### config.mk
export PLATFORM = sky130hd
export DESIGN_NAME = misr_sig_compactor
export DESIGN_NICKNAME = d
export VERILOG_FILES = /design/src/rtl/misr_sig_compactor.sv
export SDC_FILE = /design/constraint.sdc
export NUM_CORES = 1
export LEC_CHECK = 0
export ABC_AREA = 1
export ABC_CLOCK_PERIOD_IN_PS = 2040
export CORE_MARGIN = 3
export CORE_UTILIZATION = 32
export DETAILED_ROUTE_END_ITERATION = 7
export HOLD_SLACK_MARGIN = 0.03
export SLEW_MARGIN = 25
export SYNTH_ARGS = -nofsm -noshare
export SYNTH_HDL_FRONTEND = slang
export SYNTH_SLANG_ARGS = --single-unit
### constraint.sdc
create_clock -name clk -period 2.04 [get_ports clk]
set_input_delay 0.306 -clock clk [delete_from_list [all_inputs] [get_ports clk]]
set_output_delay 0.306 -clock clk [all_outputs]
set_load 0.02 [all_outputs]
### src/rtl/misr_sig_compactor.sv
// Multiple-input signature register: compacts a handshaked stream of response
// vectors into one signature and compares it against an expected value.
module misr_sig_compactor #(
  parameter int               WIDTH = 4,
  parameter logic [WIDTH-1:0] POLY  = 4'h3,
  parameter logic [WIDTH-1:0] SEED  = '0,
  parameter int               CNT_W = 16
) (
  input  logic             clk,
  input  logic             rst,
  input  logic             start,
  input  logic             abort,
  input  logic [CNT_W-1:0] num_vec,
  input  logic [WIDTH-1:0] exp_sig,
  input  logic             in_valid,
  output logic             in_ready,
  input  logic [WIDTH-1:0] in_data,
  output logic             busy,
  output logic             done,
  output logic             pass,
  output logic [WIDTH-1:0] sig,
  output logic [CNT_W-1:0] vec_cnt
);

  typedef enum logic [1:0] {
    IDLE = 2'd0,
    RUN  = 2'd1,
    DONE = 2'd2
  } state_t;

  state_t           state_q, state_d;
  logic [WIDTH-1:0] sig_q, sig_d;
  logic [CNT_W-1:0] vec_cnt_q, vec_cnt_d;
  logic [CNT_W-1:0] num_vec_q, num_vec_d;
  logic [WIDTH-1:0] exp_sig_q, exp_sig_d;
  logic             pass_q, pass_d;
  logic [WIDTH-1:0] sig_step;
  logic [CNT_W-1:0] cnt_inc;

  function automatic logic [WIDTH-1:0] misr_step(input logic [WIDTH-1:0] s,
                                                 input logic [WIDTH-1:0] d);
    return {s[WIDTH-2:0], 1'b0} ^ (s[WIDTH-1] ? POLY : '0) ^ d;
  endfunction

  assign sig_step = misr_step(sig_q, in_data);
  assign cnt_inc  = vec_cnt_q + CNT_W'(1);

  always_comb begin
    state_d   = state_q;
    sig_d     = sig_q;
    vec_cnt_d = vec_cnt_q;
    num_vec_d = num_vec_q;
    exp_sig_d = exp_sig_q;
    pass_d    = pass_q;
    case (state_q)
      RUN: begin
        if (abort) begin
          state_d = IDLE;
          pass_d  = 1'b0;
        end else if (in_valid) begin
          sig_d     = sig_step;
          vec_cnt_d = cnt_inc;
          if (cnt_inc == num_vec_q) begin
            state_d = DONE;
            pass_d  = (sig_step == exp_sig_q);
          end
        end
      end
      default: begin
        // IDLE and DONE share the start/load behaviour; DONE otherwise falls to IDLE.
        if (state_q == DONE) state_d = IDLE;
        if (start) begin
          sig_d     = SEED;
          vec_cnt_d = '0;
          num_vec_d = num_vec;
          exp_sig_d = exp_sig;
          if (num_vec == '0) begin
            state_d = DONE;
            pass_d  = (SEED == exp_sig);
          end else begin
            state_d = RUN;
            pass_d  = 1'b0;
          end
        end
      end
    endcase
  end

  always_ff @(posedge clk) begin
    if (rst) begin
      state_q   <= IDLE;
      sig_q     <= SEED;
      vec_cnt_q <= '0;
      num_vec_q <= '0;
      exp_sig_q <= '0;
      pass_q    <= 1'b0;
    end else begin
      state_q   <= state_d;
      sig_q     <= sig_d;
      vec_cnt_q <= vec_cnt_d;
      num_vec_q <= num_vec_d;
      exp_sig_q <= exp_sig_d;
      pass_q    <= pass_d;
    end
  end

  assign in_ready = (state_q == RUN);
  assign busy     = (state_q == RUN);
  assign done     = (state_q == DONE);
  assign pass     = pass_q;
  assign sig      = sig_q;
  assign vec_cnt  = vec_cnt_q;

endmodule

# == Word level (Yosys, flattened, before mapping) ==
# Index checks and enable logic that the tools add are counted.
# Widths: inputs -> output; s select.
# totals
reg_bits,43
latch_bits,0
ramBits,0
mem_bits_ro,0
inputBits,29
out_inout_bits,24
word_cells,48
memories,0
# classes
addsub,1
mul,0
div_mod_pow,0
magnitude_cmp,0
eq_ne,8
shift,0
muxes,22
n_bitwise,3
n_reduce_logical,8
# op_table
operator,n
$mux 16,4
$add 16x1->16 const B,1
$eq 16x16->1,1
$logic_not 16->1,1
$mux 2,8
$mux 4,4
$reduce_and 3->1,3
$mux 1,6
$eq 4x4->1,1
$logic_not 4->1,1
$ne 2x2->1 const B,2
$xor 4x2->4,1
$xor 4x4->4,1
$ne 3x2->1 const B,1
$ne 3x3->1 const B,1
$reduce_bool 3->1,1
$eq 2x1->1 const B,1
$eq 2x2->1 const B,1
$reduce_and 2->1,1
$reduce_bool 2->1,1
$not 1->1,1

# == Longest topological paths before layout ==
# Gate-level depths: netlist of run 1.
# depth
word_depth,8
mapped_depth,16
depth_no_buf,16

# == Least setup slack after synthesis of run 1 ==
# Ideal clock, no wire load.
# synth_timing
kind,register to register
startpoint,reg vec_cnt_q[0] (netlist: vec_cnt[0])
endpoint,reg pass_q (netlist: pass)
setup_ns,0.131
t_arrival_ns,1.789
t_required_ns,1.909
setup_slack_ns,0.120
stages_incl_launch_ff,17
path_buffers,0
period_less_slack_ns,1.920
cell_sequence,dfxtp_1 -> ha_1 -> nand2_2 -> nor2_8 -> nand2_1 -> nand3_1 -> nand2_1 -> clkinv_1 -> nand2_1 -> nor2_1 -> nand3_1 -> nor2_1 -> nand2_1 -> nand2_2 -> nand2_2 -> nand2_1 -> a21oi_2
# synth_between
elab_chain_len,4
# synth_rtl
element,line,rtl
from (decl),33,"logic [CNT_W-1:0] vec_cnt_q, vec_cnt_d;"
from (signal assigned),100,vec_cnt_q <= vec_cnt_d;
$add 16x1->16,46,assign cnt_inc = vec_cnt_q + CNT_W'(1);
$eq 16x16->1,63,if (cnt_inc == num_vec_q) begin
$ne 3x2->1 (no source line),n/a,
$reduce_and 3->1 (no source line),n/a,
to (signal assigned),103,pass_q <= pass_d;
to (decl),36,"logic pass_q, pass_d;"
# No other way between the ends.
# A chain may end at the register's enable or synchronous reset.

# == Worst setup path after layout of run 1 ==
# layout_timing
startpoint,reg vec_cnt_q[1] (netlist: vec_cnt[1])
endpoint,reg pass_q (netlist: pass)
# Same word-level chain as after synthesis.

==> results of run 1 <==
-- what timing repair did --
| action | 4_1_cts | 5_1_grt |
|---|---|---|
| endpoints found under the setup margin | 0 | 3 |
| gates resized for setup | 0 | 9 |
| buffers inserted | 0 | 2 |
| hold endpoints to repair | 0 | 0 |
-- metrics by stage --
step	hold slack, ns	worst slack, ns	TNS (ns)
6_report	0.483	0.183	0
5_1_grt	0.498	-0.000997	-0.000997
4_1_cts	0.483	0.0591	0
3_5_place_dp	0.471	0.0744	0
3_3_place_gp	0.459	0.101	0
2_1_floorplan	0.375	0.120	0
-- report_power, final --
group          leakage, nW  switching [W]  total [W]  internal (W)
logic                0.913       0.000159   0.000307      0.000148
registers            0.354      0.0000263   0.000906      0.000880
clock network       0.0470       0.000289   0.000555      0.000266
-- cells in the mapped netlist (all sizes together) --
| master | count | area (um2) |
|---|---|---|
| o31ai | 1 | 7.51 |
| buf | 4 | 22.5 |
| clkbuf | 8 | 30.0 |
| xor2 | 6 | 52.6 |
| nor2 | 52 | 241 |
| nor4 | 4 | 25.0 |
| dfxtp | 43 | 861 |
| inv | 36 | 135 |
| xnor2 | 4 | 35.0 |
| nand3 | 32 | 170 |
| o22ai | 1 | 6.26 |
| o21ai | 22 | 110 |
| or2 | 2 | 12.5 |
| nand3b | 6 | 45.0 |
| nand4 | 10 | 62.6 |
| a211oi | 1 | 7.51 |
| a21oi | 31 | 163 |
| a21o | 1 | 7.51 |
| xnor3 | 3 | 67.6 |
| ha | 1 | 12.5 |
| nand2 | 101 | 397 |
| clkinv | 2 | 7.51 |
-- flip-flops by register name, summed over array words and instances, names as in the netlist --
signal / count
num_vec_q: 16
vec_cnt: 16
exp_sig_q: 4
sig: 4
state_q: 2
pass: 1
-- metal layers --
layer	global-route usage (%)	wire length [um]	part of all wire [%]
met5	0	0	0
met4	4.69	47	0.70
met3	3.04	397	5.9
met2	25.3	2930	44
met1	22.4	3350	50
-- cell type report --
| class | count | area [um2] | share of cell area (%) |
|---|---|---|---|
| timing repair buffer | 66 | 626 | 19.0 |
| clock inverter | 1 | 5.00 | 0.152 |
| multi-input combinational | 278 | 1450 | 43.9 |
| sequential | 43 | 866 | 26.3 |
| inverter | 38 | 145 | 4.41 |
| clock buffer | 6 | 82.6 | 2.51 |
| tap | 99 | 124 | 3.76 |
-- cell usage in the layout (no fill, tap or decap) --
master	count
nor2_4	4
or2_2	2
nand3_2	2
ha_4	1
a21o_1	1
o22ai_1	1
nand2_2	6
a211oi_1	1
clkbuf_8	6
nand2_4	1
clkinv_2	1
dfxtp_2	4
xnor3_1	3
nand3b_1	6
xor2_1	6
a21oi_2	2
clkdlybuf4s50_1	52
inv_4	1
nand3_1	30
o31ai_1	1
xnor2_1	4
nor2_2	2
clkinv_1	2
nand2_1	94
inv_2	1
a21oi_1	29
dfxtp_1	39
inv_1	34
nor2_1	45
nor2_8	1
buf_4	14
nand4_1	10
nor4_1	4
o21ai_0	22
-- kinds of logic after synthesis --
logic type / Yosys count / share of synthesized area [%]
XOR/XNOR: 13 / 6.26
buffers and inverters: 50 / 7.87
AND/OR/NAND/NOR: 207 / 38.5
adder cells (fa/ha/maj): 1 / 0.505
flip-flops: 43 / 34.7
AO/OA/AOI/OAI: 57 / 12.2
-- worst min-delay path by stage --
stage,to,from,depth (start not counted)
3_3_place_gp,num_vec_q[1],num_vec_q[1],2
5_1_grt,num_vec_q[5],num_vec_q[5],2
6_report,num_vec_q[5],num_vec_q[5],2
3_5_place_dp,num_vec_q[5],num_vec_q[5],2
2_1_floorplan,vec_cnt[15],rst,1
4_1_cts,num_vec_q[5],num_vec_q[5],2
-- worst register-to-register path: cells and delay by family, from the launching register on --
kind / cells / cell delay, ns
adder cells (fa/ha/maj): 1 / 0.17
AND/OR/NAND/NOR: 9 / 0.90
flip-flops: 1 / 0.38
XOR/XNOR: 1 / 0.24
AO/OA/AOI/OAI: 1 / 0.05
==> metrics.txt, run 1 <==
status=finished, final reports clean; CTS tree=yes; #FFs+latches synth=43; maxcap violations=0; critical path data required time=2.21 ns; Clock Tree Buf Depth=2; Antenna Diode Count=0; Leak=1.31 nW; worst min path class=flop to flop; Pins Over Slew Limit=0; reg-to-reg critical path startpoint=vec_cnt[1]; CP delay by family, top=simple AND/OR/NAND/NOR gates; Tcrit/Tclk final=91.0%; post-route non-filler standard cell count=531; Seq/Total Area, Yosys=34.7%; Routed Antenna Nets=0; clock skew=0.00897 ns; slowest stage delay, CP=0.38 ns; largest fanout on the critical path=5; full die area=8840 um2; Initial Util=33.6%; min Tclk post-route=1.86 ns; synth warn=0; vias in the first global route=2,476; # port buffers=52; Critical Path End=pass; WP data arrival=2.03 ns; synthesized area=2480 um2; Final Hold Fails=0; WL final=6730 um; Core Util, Final=44.7%; cells along the critical path=ha_4, nand3_2, nor2_4, nand3_1, xnor3_1, nand2_1, nor2_1, nand2_1, nand2_2, nand2_2, nand2_1, a21oi_2; Critical-path top delay cell=dfxtp_2; clock sink total=43; Post-Syn Instances=371; PwrDens=537 nW/um2; most frequent CP cell=nand2_1; drt wl/cell=12.7 um; total power draw=0.00177 W; GRT Total Usage=16.1%; CTS root buffer=clkbuf_8; total CTS buffers=5; Slew headroom=66.9%; Area Overhead vs Synth=32.9%; placed cells=522; number of fill cells in the layout=784; Overflow after GRT=0; Peak VDD IR=0.292 mV; Reg2Reg Depth=12; Crit Reg-Reg Endpoint=pass; Clock Latency Late Sink=0.29 ns; initial antenna violation count=0; Vias per Instance=4.79; Yosys cell types=30; Buf/Inv on CP=0; Reg2Reg Setup Slack=0.18 ns; Mapped Avg Cell Area=6.68 um2; Max Clk Rate=538 MHz; core area=7370 um2; htree depth=2; row count=31; layout cells sized above 1=11.1%; Worst-path clk slew=0.08 ns; via count=2,544; hpwl dp=5250 um; WS Path Type=flop to flop; final instance area=3290 um2; Starting DRT DRC Count=119; Setup crit end kind=flop; Final setup viols=0; largest net degree at the start of global routing=23; CP startpoint=vec_cnt[1]; DRC=0; Slew @ Worst Pin=0.496 ns; fin nets=462; Startpoint Class=flop; first-pass GRT wire length=11,500 um; die width=94.0 um; io pins=53; TritonRoute pass-1 iters=4; RD Place Congestion=0.829; Levels on crit path=12; CTS Hold Bufs=0; cell area after placement=3160 um2; syn_nets=401; Die Ht=94.0 um
Power figures use the tool's default switching activity.
==> run 2, diff against run 1 <==
CORE_UTILIZATION = 51   (was 32)
PLACE_DENSITY = 0.8   (was unset)
==> metrics.txt, run 2 (synthesis results as in run 1) <==
status=finished, final reports clean (unchanged); Tcrit/Tclk final=92.3% (was 91.0%); slowest stage delay, CP=0.38 ns (about the same); Slew headroom=66.1% (was 66.9%); GR peak layer=met2 (unchanged); hold path endpoint=num_vec_q[0] (was num_vec_q[5]); critical path data required time=2.21 ns (about the same); Leak=1.32 nW (was 1.31 nW); min Tclk post-route=1.88 ns (was 1.86 ns); number of fill cells in the layout=347 (was 784); Crit Reg-Reg Endpoint=state_q[0] (was pass); cell area after placement=3120 um2 (was 3160 um2); drt wl/cell=13.2 um (was 12.7 um); Initial Util=54.7% (was 33.6%); Buf/Inv on CP=1 (was 0); commonest cells after routing, fill and taps aside=94 x nand2_1, 52 x clkdlybuf4s50_1, 43 x nor2_1 (was 94 x nand2_1, 52 x clkdlybuf4s50_1, 45 x nor2_1); PwrDens=529 nW/um2 (was 537 nW/um2); Peak VDD IR=0.502 mV (was 0.292 mV); Reg2Reg Setup Slack=0.16 ns (was 0.18 ns); WP data arrival=2.06 ns (was 2.03 ns); met1 Use GR=32.3% (was 22.4%); hold_sp=num_vec_q[0] (was num_vec_q[5]); TritonRoute pass-1 iters=5 (was 4); Final setup viols=0 (unchanged); # port buffers=52 (unchanged); Levels on crit path=13 (was 12); Starting DRT DRC Count=328 (was 119); CTS Hold Bufs=0 (unchanged); Overflow after GRT=0 (unchanged); CTS tree=yes (unchanged); Reg2Reg Depth=13 (was 12); RD Place Congestion=0.867 (was 0.829); via count=2,631 (was 2,544); met2 usage in global routing=38.3% (was 25.3%); DRC=0 (unchanged); WS Path Type=flop to flop (unchanged); reg-to-reg critical path startpoint=vec_cnt[1] (unchanged); maxcap violations=0 (unchanged); first-pass GRT wire length=10,400 um (was 11,500 um); Worst-path clk slew=0.08 ns (about the same); worst min path class=flop to flop (unchanged); final instance area=3280 um2 (was 3290 um2); Die Ht=75.7 um (was 94.0 um); CP startpoint=vec_cnt[1] (unchanged); Clock Tree Buf Depth=2 (unchanged); Pins Over Slew Limit=0 (unchanged); Critical-path top delay cell=dfxtp_4 (was dfxtp_2); Area Overhead vs Synth=32.3% (was 32.9%); most common cell after layout, fill and taps aside=nand2_1 (unchanged); layout cells sized above 1=12.6% (was 11.1%); hpwl dp=4840 um (was 5250 um); total CTS buffers=5 (unchanged); Slew @ Worst Pin=0.508 ns (was 0.496 ns); vias in the first global route=2,328 (was 2,476); Antenna Diode Count=0 (unchanged); htree depth=2 (unchanged); Core Util, Final=72.3% (was 44.7%); largest net degree at the start of global routing=23 (unchanged); row count=24 (was 31); Final Hold Fails=0 (unchanged); Setup crit end kind=flop (unchanged); fin nets=464 (was 462); io pins=53 (unchanged); CP delay by family, top=simple AND/OR/NAND/NOR gates (unchanged); initial antenna violation count=0 (unchanged); cells along the critical path=ha_4, nand3_4, nor2_4, buf_4, xnor3_1, nor2_1, nand3_1, nor2_1, nand2_1, nand2_2, nand2_2, nand2_1, a21oi_2 (was ha_4, nand3_2, nor2_4, nand3_1, xnor3_1, nand2_1, nor2_1, nand2_1, nand2_2, nand2_2, nand2_1, a21oi_2); WL final=6600 um (was 6730 um); die width=75.7 um (was 94.0 um); full die area=5730 um2 (was 8840 um2); GRT Total Usage=23.9% (was 16.1%); clock skew=0.00775 ns (was 0.00897 ns); CTS root buffer=clkbuf_8 (unchanged); core area=4530 um2 (was 7370 um2); hold depth=2 (unchanged); Clock Latency Late Sink=0.29 ns (about the same); GRT met3 Usage=4.49% (was 3.04%); Max Clk Rate=531 MHz (was 538 MHz); Vias per Instance=5.26 (was 4.79); clock sink total=43 (unchanged); Startpoint Class=flop (unchanged); Routed Antenna Nets=0 (unchanged); largest fanout on the critical path=5 (unchanged)
-- run 2: how the worst max path moves through the flow --
stage                             to  slack [ns]
after floorplan                 pass        0.12
after global placement    state_q[0]        0.12
after detailed placement        pass        0.03
after CTS                 state_q[1]        0.01
after global routing      state_q[0]      -0.008
final                     state_q[0]        0.16
-- run 2: routing by layer --
metal / vias to the layer above / part of all wire (%)
met5: - / 0
met4: 0 / 1.7
met3: 10 / 7.3
met2: 119 / 47
met1: 1176 / 44
li1: 1326 / -
-- run 2: power by group --
group / total, W / switching (W) / internal, W
Sequential: 0.000904 / 0.0000267 / 0.000877
Clock: 0.000524 / 0.000283 / 0.000241
Combinational: 0.000308 / 0.000158 / 0.000149
Total: 0.00174 / 0.000468 / 0.00127
-- run 2: final cells by class --
cell class | instances | area, um2 | area share [%]
clock buffers | 7 | 76.3 | 2.33
clock inverters | 1 | 5.00 | 0.153
inverters | 38 | 143 | 4.35
multi-input cells | 279 | 1460 | 44.7
flip-flops and latches | 43 | 876 | 26.7
well taps | 65 | 81.3 | 2.48
repair buffers | 67 | 633 | 19.3
-- run 2: tightest hold or removal path: stages (launching register included) --
cell     delay, ns
dfxtp_1       0.31
inv_1         0.07
a21oi_1       0.05
-- run 2: repair_timing --
| action | 4_1_cts | 5_1_grt |
|---|---|---|
| setup endpoints to repair | 0 | 3 |
| gates resized for setup | 0 | 16 |
| buffers inserted | 0 | 3 |
-- run 2: through the flow --
step           power (W)  std cells  TNS (ns)  hold WS, ns  setup slack [ns]
6_report         0.00174        500         0        0.477             0.157
5_1_grt          0.00182        500   -0.0137        0.489          -0.00778
4_1_cts          0.00174        496         0        0.477            0.0106
3_5_place_dp     0.00123        488         0        0.466            0.0341
3_3_place_gp     0.00122        488         0        0.457             0.122
2_1_floorplan    0.00109        371         0        0.375             0.120
==> run 3, diff against run 2 <==
CTS_CLUSTER_DIAMETER = 100   (was unset)
==> results of run 3 <==
No change in the layout: final DEF, timing and power equal those of run 2.
